===== src/rtl/run_sequencer.sv =====
// rtl/run_sequencer.sv - host preload/reset/run/report sequencer; optional timeout via RUN_SEQ_TIMEOUT_EN
module run_sequencer #(
    parameter int AW        = 8,
    parameter int CW        = 16,
    parameter int RST_CYC   = 4,
    parameter int TMO_LIMIT = 16'd4000
) (
    input  logic          clk,
    input  logic          reset,
    input  logic          req,
    input  logic          ld_valid,
    output logic          ld_ready,
    input  logic [AW-1:0] ld_addr,
    input  logic [7:0]    ld_data,
    input  logic          ld_last,
    output logic          mem_wr_en,
    output logic [AW-1:0] mem_addr,
    output logic [7:0]    mem_dat,
    output logic          busy_load,
    output logic          cpu_reset,
    input  logic          cpu_done,
    output logic          done,
    output logic          timeout,
    output logic [CW-1:0] cycles
);

    typedef enum logic [2:0] {
        S_IDLE,
        S_LOAD,
        S_RST,
        S_RUN,
        S_FIN
    } state_t;

    localparam logic [CW-1:0] TMO_LAST = CW'(TMO_LIMIT - 1);
    localparam logic [3:0]    RST_LD   = 4'(RST_CYC - 1);

`ifdef RUN_SEQ_TIMEOUT_EN
    localparam bit TMO_EN = 1'b1;
`else
    localparam bit TMO_EN = 1'b0;
`endif

    state_t     state;
    state_t     state_nxt;
    logic [3:0] rst_cnt;
    logic       beat;
    logic       tmo_hit;

    assign beat    = ld_valid && ld_ready;
    // Timeout fires on the RUN cycle that would bring the count up to TMO_LIMIT.
    assign tmo_hit = TMO_EN && (cycles == TMO_LAST);

    // State register.
    always_ff @(posedge clk) begin
        if (!reset) begin
            state <= S_IDLE;
        end else begin
            state <= state_nxt;
        end
    end

    // Next-state decode and state-derived handshake/ownership outputs.
    always_comb begin
        state_nxt = state;
        ld_ready  = 1'b0;
        busy_load = 1'b0;
        cpu_reset = 1'b1;
        done      = 1'b0;
        case (state)
            S_IDLE: begin
                if (req) begin
                    state_nxt = S_LOAD;
                end
            end
            S_LOAD: begin
                ld_ready  = 1'b1;
                busy_load = 1'b1;
                if (ld_valid && ld_last) begin
                    state_nxt = S_RST;
                end
            end
            S_RST: begin
                // The final preload write lands in the first RST cycle; keep the port until it has.
                busy_load = mem_wr_en;
                if (rst_cnt == 4'd0) begin
                    state_nxt = S_RUN;
                end
            end
            S_RUN: begin
                cpu_reset = 1'b0;
                if (cpu_done || tmo_hit) begin
                    state_nxt = S_FIN;
                end
            end
            S_FIN: begin
                done = 1'b1;
                if (!req) begin
                    state_nxt = S_IDLE;
                end
            end
            default: begin
                state_nxt = S_IDLE;
            end
        endcase
    end

    // Preload write pipeline, reset hold counter, run cycle counter and timeout flag.
    always_ff @(posedge clk) begin
        if (!reset) begin
            mem_wr_en <= 1'b0;
            mem_addr  <= '0;
            mem_dat   <= '0;
            rst_cnt   <= '0;
            cycles    <= '0;
            timeout   <= 1'b0;
        end else begin
            mem_wr_en <= beat;
            if (beat) begin
                mem_addr <= ld_addr;
                mem_dat  <= ld_data;
            end
            case (state)
                S_IDLE: begin
                    if (req) begin
                        cycles  <= '0;
                        timeout <= 1'b0;
                    end
                end
                S_LOAD: begin
                    rst_cnt <= RST_LD;
                end
                S_RST: begin
                    rst_cnt <= rst_cnt - 4'd1;
                end
                S_RUN: begin
                    // The cycle on which cpu_done is seen is not counted.
                    if (!cpu_done) begin
                        if (!(&cycles)) begin
                            cycles <= cycles + CW'(1);
                        end
                        if (tmo_hit) begin
                            timeout <= 1'b1;
                        end
                    end
                end
                default: begin
                end
            endcase
        end
    end

endmodule


===== config.mk =====
export PLATFORM = sky130hd
export DESIGN_NAME = run_sequencer
export DESIGN_NICKNAME = d
export VERILOG_FILES = /design/src/rtl/run_sequencer.sv
export SDC_FILE = /design/constraint.sdc
export NUM_CORES = 1
export LEC_CHECK = 0
export ABC_AREA = 1
export CELL_PAD_IN_SITES_DETAIL_PLACEMENT = 1
export CELL_PAD_IN_SITES_GLOBAL_PLACEMENT = 2
export CORE_MARGIN = 5
export CORE_UTILIZATION = 35
export CTS_BUF_LIST = sky130_fd_sc_hd__clkbuf_16
export DETAILED_ROUTE_END_ITERATION = 10
export DONT_BUFFER_PORTS = 1
export GPL_TIMING_DRIVEN = 0
export HOLD_SLACK_MARGIN = 0.15
export PLACE_DENSITY_LB_ADDON = 0.25
export REMOVE_ABC_BUFFERS = 1
export SKIP_LAST_GASP = 1
export SLEW_MARGIN = 20
export SYNTH_ARGS = -nofsm -noshare
export SYNTH_HDL_FRONTEND = slang
export SYNTH_SLANG_ARGS = --single-unit

===== constraint.sdc =====
create_clock -name clk -period 2.9 [get_ports clk]
set_input_delay 0.29 -clock clk [delete_from_list [all_inputs] [get_ports clk]]
set_output_delay 0.29 -clock clk [all_outputs]
set_load 0.05 [all_outputs]

---- Yosys cells after proc, flatten, opt, wreduce, memory -nomap -nowiden ----
Index checks and enable logic that the tools add are counted.
word-level totals
  bits in registers ....................... 40
  output and inout bits ................... 38
operators by class
  add/sub/neg operators ................... 2
  equal/unequal tests ..................... 11
  mux-type cells .......................... 15
  reductions and logical operators ........ 9
operator list
  operator                                                                count
  16-bit 2-to-1 mux                                                       3
  16-bit case mux with 2 select lines                                     1
  16-bit by 1-bit adder with 16-bit output (second input constant)        1
  16-bit AND reduction                                                    1
  3-bit 2-to-1 mux                                                        5
  3-bit case mux with 5 select lines                                      1
  2-bit inequality test (second input constant)                           7
  4-bit case mux with 2 select lines                                      1
  3-bit by 2-bit equality test with 1-bit output (second input constant)  2
  5-bit AND reduction                                                     1
  4-bit logical NOT                                                       1
  4-bit AND reduction                                                     1
  2-bit nonzero test                                                      2
  4-bit by 1-bit subtractor with 4-bit output (second input constant)     1
  3-bit by 1-bit equality test with 1-bit output (second input constant)  1
  3-bit equality test (second input constant)                             1
  3-bit logical NOT                                                       1
  1-bit 2-to-1 mux                                                        3
  1-bit logical AND                                                       2
  1-bit case mux with 2 select lines                                      1

---- Logic depth before layout (Yosys ltp) ----
  depth after elaboration ................. 4
  mapped depth ............................ 11
  mapped depth without buffers ............ 11

---- Worst setup path after synthesis ----
Ideal clock, no wire load.
  path type ............................... register to register
  start point ............................. reg cycles[0]
  end point ............................... reg cycles[0]
  clock period less this slack ............ 1972 ps
  arrival time ............................ 1855 ps
  path slack .............................. 928 ps
  cell stages (with the launch flop) ...... 10
  library setup time ...................... 117 ps
  required time ........................... 2783 ps
  cell sequence ........................... dfxtp_1 -> ha_1 -> nand2_1 -> nor2_4 -> nand2_2 -> o21ai_2 -> nand2_2 -> buf_2 -> a21oi_1 -> nor2_1
on the way
  longest elaborated chain between the ends .. 4
  elaborated cells on any way between the ends .. 7
  those cells by class .................... 1 x add/sub; 1 x eq/ne; 3 x mux; 2 x reduce/logical
ends and longest elaborated chain
  element                                   RTL line  source
  start: declaration                        24        output logic [CW-1:0] cycles
  start signal: assignment                  140       cycles <= cycles + CW'(1);
  16-bit by 1-bit adder with 16-bit output  140
  16-bit 2-to-1 mux                         139       if (!(&cycles)) begin
  16-bit 2-to-1 mux                         138       if (!cpu_done) begin
  16-bit case mux with 2 select lines       123       case (state)
Parallel ways exist; a longest one is shown, timed or not. The select of a mux whose other input is x is not followed.
A chain may end at the register's enable or synchronous reset.

---- Worst setup path after layout ----
  start point ............................. reg cycles[0]
  end point ............................... reg cycles[7]
The elaborated chain is that of the path after synthesis.

==> flow_summary_export.csv <==
group,metric,value,unit
floorplanning,core-area,5850,um^2
finish,stdcell_area,2420,um^2
placement,dpl_cell_area,2110,um^2
floorplanning,start_util,35.7,%
synthesis,synth_cell_types,24,
placement,dp_slack,0.177,ns
finish,finalCoreUtilization,41.4,%
cts,cts_tree,"yes",
synthesis,syn_area,2090,um^2
sta,finalCritPeriodShare,90.9,%
sta,relSlewSlack,36.8,%
sta,fin_setup_tns,0,ns
cts,htreeDepth,2,
routing,vias,2077,
sta,rsz0062_at_grt,"false",
worst_setup_path,worstPathMaxFanout,21,
floorplanning,fp.dieW,87.3,um
placement,gp_congestion,0.766,
placement,dp_hpwl,4290,um
cts,clkTransAtPathRegs,0.06,ns
worst_setup_path,start_kind,"flip-flop",
finish,stdcell_count,408,
synthesis,muxShareOfSynthArea,0,%
sta,maxSlewViolCount,0,
finish,area_delta_synth_final,15.9,%
floorplanning,dieHeight,87.3,um
synthesis,synthSimpleGateAreaFrac,38.8,%
flow_run,cap_violations,0,
sta,setup_viol,0,
pwr,power.total,2.69,mW
synthesis,postSynthAreaPerCell,6.39,um^2
hold_path,hold_path_class,"in2reg",
worst_setup_path,setup.worst_path.end_class,"flip-flop",
finish,diodes,0,
routing,drtAntennaViolNets,0,
sta,timing.hold.ws,0.153,ns
grt,antenna_found_initial,0,
synthesis,syn_inst,327,
sta,hold_violations,0,
cts,cts_buffer_depth,2,
routing,drt_iter0_markers,79,
routing,drtPass1Iterations,4,
synthesis,yosysSeqAreaShare,38.3,%
sta,clock.fmax,379,MHz
cts,root_buffer,"clkbuf_16",
floorplanning,die-area,7620,um^2
cts,worstSkewPairLatency,0.28,ns
grt,grt_max_degree,25,
floorplanning,io-pin-count,60,
grt,grt_pass1_wl,11200,um
pwr,leakagePower,0.971,nW
finish,fillers,754,
worst_setup_path,required,3.11,ns
synthesis,synth_compound_area_share,12.0,%
pwr,power_density,1110,nW/um^2
synthesis,synth_top_family_by_area,"simple AND/OR/NAND/NOR gates",
cts,numClockSinks,40,
worst_setup_path,critical_path_arrival,2.84,ns
worst_setup_path,critical_path_class,"reg2reg",
cts,cts_buffers,5,
grt,gr-usage-all-layers,18.7,%
synthesis,yosysWarnings,0,
floorplanning,rows,28,
finish,fin_nets,358,
routing,drcViolationCount,0,
status,status,"finished clean",
sta,worst_pin_slew,0.944,ns
synthesis,synth_xor_area_share,0.419,%
pwr,ir_drop,0.425,mV
finish,drive_above_1_share,5.71,%
synthesis,synth-seq-cells,40,
grt,grt_pass1_vias,2309,
sta,finClkSkew,0.00343,ns
synthesis,synthAdderAreaFrac,1.80,%
routing,wl_per_cell,16.0,um
placement,place_inst,389,
placement,portBuffers,0,
routing,via_per_inst,5.09,
sta,period_minus_slack,2.64,ns
sta,fin_ws,0.264,ns
grt,grt-ovfl-total,0,
routing,wirelength,6520,um
[cells in the mapped netlist]
cell type  instances  area (um^2)
dfxtp_1           40          801
clkinv_1           1         3.75
conb_1             1         3.75
o21ai_0           23          115
inv_2              3         11.3
nand4_1            6         37.5
clkbuf_1           6         22.5
xor2_1             1         8.76
a221oi_1           1         8.76
nor2_1            71          267
o21ai_2            1         8.76
nand3_1           28          140
a21oi_1           19         95.1
or2_2              1         6.26
nand2_1           80          300
nor3b_1            1         7.51
o21bai_1           3         22.5
nor2_4             3         33.8
inv_1             25         93.8
nand2_2            3         18.8
buf_6              1         11.3
buf_4              2         15.0
buf_2              4         20.0
ha_1               3         37.5
[report_power, final]
group / leakage (nW) / total [mW] / internal (mW) / switching, mW
sequential: 0.327 / 1.16 / 0.684 / 0.477
combinational: 0.554 / 0.819 / 0.230 / 0.589
clock: 0.0899 / 0.709 / 0.488 / 0.221
[layer usage]
metal / global-route usage, % / part of all wire [%]
met5: 0 / 0
met4: 5.02 / 1.0
met3: 5.49 / 5.9
met2: 32.7 / 49
met1: 22.2 / 44
[cell families (layout without fill, tap and decap cells)]
logic type / count (synthesis) / in the layout
xor+xnor: 1 / 1
fa+ha+maj: 3 / 3
flops: 40 / 40
simple gates: 193 / 193
compound gates: 47 / 47
buf+inv: 42 / 48
other cells: 1 / 1
[cells in the final DEF, fill, tap and decap left out, types with 4 or more instances in the layout]
cell	n
nor2_1	71
a21oi_1	19
nand2_2	4
clkbuf_16	5
dfxtp_1	40
o21ai_0	23
inv_1	25
nand2_1	79
nand3_1	28
dlygate4sd3_1	12
nand4_1	6
[repair_timing]
action | CTS | global route
gates resized for setup | 0 | 1
hold endpoints to repair | 24 | 0
endpoints found under the setup margin | 0 | 5
hold buffers | 12 | 0
buffers inserted | 0 | 0
[critical path, stage by stage, from the launching register on]
cell and delay [ns]:
dfxtp_1 0.74, ha_1 0.31, nand2_1 0.11, nor2_4 0.26
nand2_2 0.09, o21ai_2 0.15, nand2_2 0.27, nand2_2 0.35
nand2_1 0.10, a21oi_1 0.16
[sequential cells by signal, summed over array words and instances, names as in the netlist]
register	cells
mem_dat	8
mem_addr	8
cycles	16
state	3
mem_wr_en	1
rst_cnt	4
[cell type report]
type                    count  area (um^2)  area share, %
clock buffers               5          125           5.17
clock inverters             2         60.1           2.48
repair buffers             12          120           4.96
multi-input cells         245         1110           46.0
well taps                  75         93.8           3.87
inverters                  29          109           4.49
flip-flops and latches     40          801           33.1
[final timing paths]
path,from,cells after the start,slack [ns],endpoint
max,cycles[0]$_SDFFE_PN0P_,9,0.26,cycles[7]$_SDFFE_PN0P_
min,ld_addr[6],2,0.15,mem_addr[6]$_SDFFE_PN0P_
max reg2reg,cycles[0]$_SDFFE_PN0P_,9,0.26,cycles[7]$_SDFFE_PN0P_
min reg2reg,rst_cnt[3]$_SDFFE_PN0P_,2,0.47,rst_cnt[3]$_SDFFE_PN0P_
Power figures use the tool's default switching activity.
